File: src/rtl/weight_update_pkg.sv
// Shared state encoding and width-generic saturation helpers for the sequential weight updater.
// Helpers work on a wide signed container so one definition serves every WIDTH up to 64.
package weight_update_pkg;

    localparam int MAX_W = 130;

    typedef logic signed [MAX_W-1:0] wide_t;
    typedef logic [1:0] state_t;

    localparam state_t ST_IDLE  = 2'd0;
    localparam state_t ST_MUL   = 2'd1;
    localparam state_t ST_DIV   = 2'd2;
    localparam state_t ST_WRITE = 2'd3;

    function automatic wide_t sat_trunc(input wide_t x, input int w);
        wide_t hi;
        wide_t lo;
        hi = wide_t'((MAX_W'(1) << (w - 1)) - MAX_W'(1));
        lo = -hi - wide_t'(1);
        if (x > hi) return hi;
        if (x < lo) return lo;
        return x;
    endfunction

    function automatic wide_t sat_add(input wide_t a, input wide_t b, input int w);
        return sat_trunc(a + b, w);
    endfunction

endpackage

File: src/rtl/weight_updater_seq_if.sv
// Update-request handshake and completion report of the weight updater.
interface weight_updater_seq_if #(
    parameter int WIDTH = 32,
    parameter int IDX_W = 3
);
    logic                    req_valid;
    logic                    req_ready;
    logic [IDX_W-1:0]        req_idx;
    logic signed [WIDTH-1:0] req_bp;
    logic signed [WIDTH-1:0] req_tm;
    logic signed [WIDTH-1:0] req_td;
    logic                    done_valid;
    logic [IDX_W-1:0]        done_idx;
    logic signed [WIDTH-1:0] done_w;
    logic                    done_err;

    modport master (
        output req_valid, req_idx, req_bp, req_tm, req_td,
        input  req_ready, done_valid, done_idx, done_w, done_err
    );

    modport slave (
        input  req_valid, req_idx, req_bp, req_tm, req_td,
        output req_ready, done_valid, done_idx, done_w, done_err
    );
endinterface

File: src/rtl/seq_divider_signed.sv
// Restoring signed divider, one quotient bit per cycle, truncating toward zero.
// done is high during the final iteration; quo holds the result from the next cycle until the next start.
module seq_divider_signed #(
    parameter int NUM_W = 64,
    parameter int DEN_W = 32
) (
    input  logic                    clk,
    input  logic                    rst_n,
    input  logic                    start,
    input  logic signed [NUM_W-1:0] num,
    input  logic signed [DEN_W-1:0] den,
    output logic                    busy,
    output logic                    done,
    output logic signed [NUM_W-1:0] quo
);
    localparam int CNT_W = $clog2(NUM_W + 1);

    logic [NUM_W-1:0] acc_q, acc_d;
    logic [DEN_W-1:0] rem_q, rem_d;
    logic [DEN_W-1:0] dsr_q, dsr_d;
    logic [CNT_W-1:0] cnt_q, cnt_d;
    logic             busy_q, busy_d;
    logic             neg_q, neg_d;
    logic [DEN_W:0]   trial;

    always_comb begin
        acc_d  = acc_q;
        rem_d  = rem_q;
        dsr_d  = dsr_q;
        cnt_d  = cnt_q;
        busy_d = busy_q;
        neg_d  = neg_q;
        trial  = {rem_q, acc_q[NUM_W-1]};
        if (start) begin
            acc_d  = num[NUM_W-1] ? -num : num;
            dsr_d  = den[DEN_W-1] ? -den : den;
            rem_d  = '0;
            cnt_d  = CNT_W'(NUM_W - 1);
            busy_d = 1'b1;
            neg_d  = num[NUM_W-1] ^ den[DEN_W-1];
        end else if (busy_q) begin
            // acc shifts the dividend out at the top and the quotient in at the bottom
            if (trial >= {1'b0, dsr_q}) begin
                rem_d = DEN_W'(trial - {1'b0, dsr_q});
                acc_d = {acc_q[NUM_W-2:0], 1'b1};
            end else begin
                rem_d = trial[DEN_W-1:0];
                acc_d = {acc_q[NUM_W-2:0], 1'b0};
            end
            if (cnt_q == '0) busy_d = 1'b0;
            else             cnt_d  = cnt_q - CNT_W'(1);
        end
    end

    always_ff @(posedge clk) begin
        if (!rst_n) begin
            acc_q  <= '0;
            rem_q  <= '0;
            dsr_q  <= '0;
            cnt_q  <= '0;
            busy_q <= 1'b0;
            neg_q  <= 1'b0;
        end else begin
            acc_q  <= acc_d;
            rem_q  <= rem_d;
            dsr_q  <= dsr_d;
            cnt_q  <= cnt_d;
            busy_q <= busy_d;
            neg_q  <= neg_d;
        end
    end

    assign busy = busy_q;
    assign done = busy_q && (cnt_q == '0);
    assign quo  = neg_q ? $signed(-acc_q) : $signed(acc_q);

endmodule

File: src/rtl/weight_updater_seq.sv
// Multi-weight sequential back-prop update: w <= w + bp*gate(w)*tm/td with a multi-cycle divider.
// Weights live in a register file with a direct load port and a combinational read port.
module weight_updater_seq
    import weight_update_pkg::*;
#(
    parameter int                WIDTH     = 32,
    parameter int                N_WEIGHTS = 8,
    parameter int                GATE_MODE = 1,
    parameter int                SATURATE  = 1,
    parameter logic signed [WIDTH-1:0] INIT_W = '0,
    localparam int               IDX_W     = (N_WEIGHTS > 1) ? $clog2(N_WEIGHTS) : 1
) (
    input  logic                    clk,
    input  logic                    rst_n,
    weight_updater_seq_if.slave     bus,
    input  logic                    ld_en,
    input  logic [IDX_W-1:0]        ld_idx,
    input  logic signed [WIDTH-1:0] ld_w,
    input  logic [IDX_W-1:0]        rd_idx,
    output logic signed [WIDTH-1:0] rd_w
);
    localparam logic signed [WIDTH-1:0] ZERO = '0;

    state_t                  state_q, state_d;
    logic [IDX_W-1:0]        idx_q, idx_d;
    logic signed [WIDTH-1:0] bp_q, bp_d;
    logic signed [WIDTH-1:0] tm_q, tm_d;
    logic signed [WIDTH-1:0] td_q, td_d;
    logic signed [WIDTH-1:0] w_q, w_d;
    logic                    gate_q, gate_d;
    logic signed [WIDTH-1:0] wgt_q [N_WEIGHTS];
    logic signed [WIDTH-1:0] wgt_d [N_WEIGHTS];

    logic signed [WIDTH-1:0]   neg2w;
    logic                      gate_now;
    logic                      td_zero;
    logic signed [2*WIDTH-1:0] prod;
    logic                      div_start, div_busy, div_done;
    logic signed [2*WIDTH-1:0] div_quo;
    logic signed [WIDTH-1:0]   q_red, ws, wn;

    // Legacy gate: open when -2*w, taken modulo 2^WIDTH, is non-negative
    assign neg2w    = -(w_q <<< 1);
    assign gate_now = (GATE_MODE != 0) ? (neg2w >= ZERO) : 1'b1;
    assign td_zero  = (td_q == ZERO);
    assign prod     = {{WIDTH{bp_q[WIDTH-1]}}, bp_q} * {{WIDTH{tm_q[WIDTH-1]}}, tm_q};

    seq_divider_signed #(.NUM_W(2 * WIDTH), .DEN_W(WIDTH)) u_div (
        .clk   (clk),
        .rst_n (rst_n),
        .start (div_start),
        .num   (prod),
        .den   (td_q),
        .busy  (div_busy),
        .done  (div_done),
        .quo   (div_quo)
    );

    always_comb begin
        if (SATURATE != 0) begin
            q_red = WIDTH'(sat_trunc(wide_t'(div_quo), WIDTH));
        end else begin
            q_red = WIDTH'(div_quo);
        end
        ws = (gate_q && !td_zero) ? q_red : ZERO;
        if (SATURATE != 0) begin
            wn = WIDTH'(sat_add(wide_t'(w_q), wide_t'(ws), WIDTH));
        end else begin
            wn = w_q + ws;
        end
    end

    always_comb begin
        state_d   = state_q;
        idx_d     = idx_q;
        bp_d      = bp_q;
        tm_d      = tm_q;
        td_d      = td_q;
        w_d       = w_q;
        gate_d    = gate_q;
        div_start = 1'b0;
        case (state_q)
            ST_IDLE: begin
                if (bus.req_valid) begin
                    state_d = ST_MUL;
                    idx_d   = bus.req_idx;
                    bp_d    = bus.req_bp;
                    tm_d    = bus.req_tm;
                    td_d    = bus.req_td;
                    w_d     = wgt_q[bus.req_idx];
                end
            end
            ST_MUL: begin
                gate_d = gate_now;
                if (gate_now && !td_zero) begin
                    div_start = 1'b1;
                    state_d   = ST_DIV;
                end else begin
                    state_d = ST_WRITE;
                end
            end
            ST_DIV: begin
                if (div_done || !div_busy) state_d = ST_WRITE;
            end
            default: state_d = ST_IDLE;
        endcase
    end

    // A same-edge load to the updated index overrides the update result
    always_comb begin
        for (int i = 0; i < N_WEIGHTS; i++) wgt_d[i] = wgt_q[i];
        if (state_q == ST_WRITE && !td_zero) wgt_d[idx_q] = wn;
        if (ld_en) wgt_d[ld_idx] = ld_w;
    end

    always_ff @(posedge clk) begin
        if (!rst_n) begin
            state_q <= ST_IDLE;
            idx_q   <= '0;
            bp_q    <= '0;
            tm_q    <= '0;
            td_q    <= '0;
            w_q     <= '0;
            gate_q  <= 1'b0;
            for (int i = 0; i < N_WEIGHTS; i++) wgt_q[i] <= INIT_W;
        end else begin
            state_q <= state_d;
            idx_q   <= idx_d;
            bp_q    <= bp_d;
            tm_q    <= tm_d;
            td_q    <= td_d;
            w_q     <= w_d;
            gate_q  <= gate_d;
            for (int i = 0; i < N_WEIGHTS; i++) wgt_q[i] <= wgt_d[i];
        end
    end

    assign bus.req_ready  = (state_q == ST_IDLE);
    assign bus.done_valid = (state_q == ST_WRITE);
    assign bus.done_idx   = (state_q == ST_WRITE) ? idx_q : '0;
    assign bus.done_w     = (state_q == ST_WRITE) ? (td_zero ? w_q : wn) : ZERO;
    assign bus.done_err   = (state_q == ST_WRITE) && td_zero;
    assign rd_w           = wgt_q[rd_idx];

endmodule

File: src/flat_wrapper.sv
// flat-port wrapper written by rule: the top's interface ports become plain ports
module weight_updater_seq_flat import weight_update_pkg::*;
#(
    parameter int                WIDTH     = 32,
    parameter int                N_WEIGHTS = 8,
    parameter int                GATE_MODE = 1,
    parameter int                SATURATE  = 1,
    parameter logic signed [WIDTH-1:0] INIT_W = '0,
    localparam int               IDX_W     = (N_WEIGHTS > 1) ? $clog2(N_WEIGHTS) : 1
)
  (clk, rst_n, ld_en, ld_idx, ld_w, rd_idx, rd_w, bus_req_valid, bus_req_idx, bus_req_bp, bus_req_tm, bus_req_td, bus_req_ready, bus_done_valid, bus_done_idx, bus_done_w, bus_done_err);
  weight_updater_seq_if #(.WIDTH(WIDTH), .IDX_W((3))) bus_i ();
  input  logic clk;
  input  logic rst_n;
  input  logic ld_en;
  input  logic [IDX_W-1:0] ld_idx;
  input  logic signed [WIDTH-1:0] ld_w;
  input  logic [IDX_W-1:0] rd_idx;
  output logic signed [WIDTH-1:0] rd_w;
  input wire logic [$bits(bus_i.req_valid)-1:0] bus_req_valid;
  input wire logic [$bits(bus_i.req_idx)-1:0] bus_req_idx;
  input wire logic [$bits(bus_i.req_bp)-1:0] bus_req_bp;
  input wire logic [$bits(bus_i.req_tm)-1:0] bus_req_tm;
  input wire logic [$bits(bus_i.req_td)-1:0] bus_req_td;
  output wire logic [$bits(bus_i.req_ready)-1:0] bus_req_ready;
  output wire logic [$bits(bus_i.done_valid)-1:0] bus_done_valid;
  output wire logic [$bits(bus_i.done_idx)-1:0] bus_done_idx;
  output wire logic [$bits(bus_i.done_w)-1:0] bus_done_w;
  output wire logic [$bits(bus_i.done_err)-1:0] bus_done_err;
  assign bus_i.req_valid = bus_req_valid;
  assign bus_i.req_idx = bus_req_idx;
  assign bus_i.req_bp = bus_req_bp;
  assign bus_i.req_tm = bus_req_tm;
  assign bus_i.req_td = bus_req_td;
  assign bus_req_ready = bus_i.req_ready;
  assign bus_done_valid = bus_i.done_valid;
  assign bus_done_idx = bus_i.done_idx;
  assign bus_done_w = bus_i.done_w;
  assign bus_done_err = bus_i.done_err;
  weight_updater_seq #(.WIDTH(WIDTH), .N_WEIGHTS(N_WEIGHTS), .GATE_MODE(GATE_MODE), .SATURATE(SATURATE), .INIT_W(INIT_W)) u_core (.clk(clk), .rst_n(rst_n), .bus(bus_i), .ld_en(ld_en), .ld_idx(ld_idx), .ld_w(ld_w), .rd_idx(rd_idx), .rd_w(rd_w));
endmodule
File: config.mk
export PLATFORM = sky130hd
export DESIGN_NAME = weight_updater_seq_flat
export DESIGN_NICKNAME = d
export VERILOG_FILES = /design/src/rtl/weight_update_pkg.sv /design/src/rtl/weight_updater_seq_if.sv /design/src/rtl/seq_divider_signed.sv /design/src/rtl/weight_updater_seq.sv /design/src/flat_wrapper.sv
export SDC_FILE = /design/constraint.sdc
export NUM_CORES = 2
export LEC_CHECK = 0
export BUFFER_PORTS_ARGS = -buffer_cell sky130_fd_sc_hd__buf_2
export CAP_MARGIN = 5
export CORE_MARGIN = 3
export CORE_UTILIZATION = 50
export CTS_CLUSTER_SIZE = 28
export DETAILED_ROUTE_END_ITERATION = 6
export PLACE_DENSITY = 0.77
export SLEW_MARGIN = 5
export SYNTH_ARGS = -nofsm -noshare
export SYNTH_HDL_FRONTEND = slang
export SYNTH_SLANG_ARGS = --single-unit
export TNS_END_PERCENT = 10
File: constraint.sdc
create_clock -name clk -period 11.5 [get_ports clk]
set_input_delay 3.45 -clock clk [delete_from_list [all_inputs] [get_ports clk]]
set_output_delay 3.45 -clock clk [all_outputs]
set_load 0.05 [all_outputs]
==> impl_metrics.json <==
{
  "dp_cells": 9828,
  "violations": "DRC",
  "post-place-ws_ns": 0.270,
  "antenna_found_initial": 20,
  "num-fill-cells": 12200,
  "path_clk_slew_ns": 0.06,
  "synth.largest_area_cell": "fa_1",
  "insertion_delay_ns": 0.69,
  "dr_total_vias": 60300,
  "hold_path.class": "flop to flop",
  "p_switching_uw": 9290,
  "timing_max_transition_violations_final": 0,
  "arrival_ns": 7.69,
  "setup_tns_ns": 0,
  "fin_crit_ns": 11.14,
  "synth_common_cells": "nand2_1, inv_1, fa_1",
  "dp_hpwl_um": 157000,
  "hold_viol": 0,
  "synth_edf_count": 0,
  "setup_ws_ns": 0.360,
  "synth_xor_area_frac": 0.0297,
  "grt_pass1_wl_um": 338000,
  "grt_pass1_vias": 61900,
  "max_stage_delay_ns": 0.57,
  "synthSimpleGateAreaFrac": 0.161,
  "synthTopCellsByArea": "fa_1, dfxtp_1, nand2_1",
  "syn_area_um2": 69700,
  "yosysWarnings": 0,
  "track_usage": 0.296,
  "io_buffers": 210,
  "synth_seq_cells": 527,
  "gp_congestion": 0.957,
  "p_int_uw": 7990,
  "wire_per_inst_um": 21.1,
  "synth-async-reset-ratio": 0,
  "critPathSlowestCell": "or4_4",
  "clockBufferDepth": 3,
  "seq_area_um2": 10600,
  "synthFlopType": "dfxtp_1",
  "muxShareOfSynthArea": 0.0617,
  "crit_fanout": 10,
  "grt_setup_unrepaired": "true",
  "yosysSeqAreaShare": 0.151,
  "yosysMostFrequentCell": "nand2_1",
  "fin_skew_ns": 0.0768,
  "drtIter0Drc": 6069,
  "routed_wl_um": 210000,
  "pwr-share-seq": 0.146,
  "rows": 136,
  "overflow": 0,
  "synth_top_family_by_area": "adder cells",
  "cts_buffers": 67,
  "holdWs_ns": 0.453,
  "initial_utilization": 0.505,
  "route.detailed.drc": 3,
  "vdd_drop_max_uv": 381,
  "final_nets": 9527,
  "viasPerCell": 6.05,
  "synthCells": 8122,
  "cp-start-kind": "flop",
  "required_ns": 8.05,
  "finalSetupViolations": 0,
  "synthToLayoutAreaGrowth_pct": 8.08,
  "end_kind": "primary output",
  "grt_max_degree": 107,
  "synthAdderAreaFrac": 0.358,
  "drive_gt1_frac": 0.0997,
  "dieArea_um2": 144000,
  "yosysTopAreaCellShare": 0.311,
  "crit_type": "flop to primary output",
  "worstMarginPinSlew_ns": 1.31,
  "power_frac_comb": 0.718,
  "outcome": "complete, but fails checks",
  "synth_compound_area_frac": 0.143,
  "switching_share": 0.537,
  "die_x_um": 379,
  "dr.pass1.iters": 7,
  "fin_crit_sh": 0.969,
  "multi_input_area_um2": 52700,
  "p_leak_uw": 0.0322,
  "ant_nets": 0,
  "cts_hold_buf": 0,
  "pwr-share-clk": 0.136,
  "io-pin-count": 211,
  "cts_tree": "built",
  "power.density_nw_per_um2": 229,
  "cts_sinks": 527,
  "fmax_mhz": 89.8,
  "die_y_um": 379,
  "synth_nets": 9605,
  "avgSynthCellArea_um2": 8.58,
  "cts_root_buf": "clkbuf_16",
  "final_cells": 9974,
  "h-tree-depth": 3,
  "yosysUniqueCellTypes": 101,
  "maxCapViolCount": 0,
  "max_slew_margin": 0.125,
  "core_um2": 138000
}
[final cells by class]
type                            instances  area share
Antenna cell                           13    0.000432
Clock buffer                           91      0.0252
Clock inverter                         32     0.00726
Inverter                             1213      0.0606
Multi-Input combinational cell       5828       0.700
Sequential cell                       527       0.140
Tap cell                             1863      0.0310
Timing Repair Buffer                  407      0.0351
[power groups by stage]
stage	Combinational (µW)	Sequential [µW]	Clock, µW
6_report	12400	2530	2350
5_1_grt	13600	2550	2450
4_1_cts	12200	2500	2380
3_5_place_dp	12000	2540	0
3_3_place_gp	11800	2520	0
2_1_floorplan	8860	2240	0
[path summary, 6_finish.rpt]
path / to / slack (ns) / startpoint / cells after the start
min: u_core.u_div.dsr_q[31] / 0.45 / u_core.u_div.dsr_q[31] / 2
max: bus_done_w[19] / 0.36 / u_core.u_div.acc_q[6] / 30
max reg2reg: u_core.u_div.acc_q[60] / 0.85 / u_core.tm_q[9] / 28
min reg2reg: u_core.u_div.dsr_q[31] / 0.45 / u_core.u_div.dsr_q[31] / 2
[layout by cell type (no fill, tap or decap), types with 29 or more instances in the layout]
cell,n
a22oi_1,106
xnor2_1,128
o32ai_1,29
ha_1,258
buf_4,207
a21o_1,56
nand2b_1,60
nor3_1,82
dfxtp_1,524
a211oi_1,121
nand4_1,74
and2_1,248
fa_1,1084
nor2b_1,44
o221ai_1,29
xor2_1,108
a221oi_1,90
a21oi_1,390
o21ai_1,33
mux2_2,49
nand3_1,90
nor4_1,32
clkbuf_16,67
or3_1,45
mux4_2,128
o21ai_0,361
mux2i_1,85
a31oi_1,55
buf_2,189
o31ai_1,37
nand2_1,1210
nor2_1,390
inv_1,1210
[through the flow]
step                      area [µm²]  power [µW]   util
after floorplan                69700       11100      -
after global placement         72500       14300  0.526
after detailed placement       72500       14600  0.526
after CTS                      75100       17100  0.544
after global routing           75300       18600  0.546
final                          75300       17300  0.546
[critical path, delay by kind of cell (launching register included)]
family	cells	cell delay, ns
compound gates	13	2.39
xor+xnor	1	0.09
fa+ha+maj	2	0.61
buf+inv	5	0.85
flops	1	0.37
simple gates	9	2.67
[kinds of logic after synthesis]
family                   after synthesis
multiplexers                         263
buffers and inverters               1767
AND/OR/NAND/NOR                     2439
flip-flops                           527
XOR/XNOR                             236
AO/OA/AOI/OAI                       1546
adder cells (fa/ha/maj)             1344
[state kept, by name (all words and copies together) (netlist names), 3 cells and up]
name                count
u_core.bp_q            32
u_core.tm_q            32
u_core.u_div.rem_q     32
u_core.u_div.acc_q     64
u_core.u_div.dsr_q     32
u_core.wgt_q          256
u_core.idx_q            3
u_core.td_q            32
u_core.u_div.cnt_q      7
u_core.w_q             32
[metal layers]
layer  track usage  part of all wire  wire length [µm]  up-vias
li1              -                 -                 -    26500
met1         0.381              0.38             80000    29900
met2         0.477              0.46             97400     3267
met3        0.0678              0.11             22600      640
met4         0.134             0.049             10200       10
met5             0           0.00031                65        -
[what timing repair did]
item                                    CTS  global route
resized for setup                        23            40
pin swaps                                 2            11
endpoints found under the setup margin   30            32
cloned                                    0             1
buffers inserted                          2             7
Power figures use the tool's default switching activity.
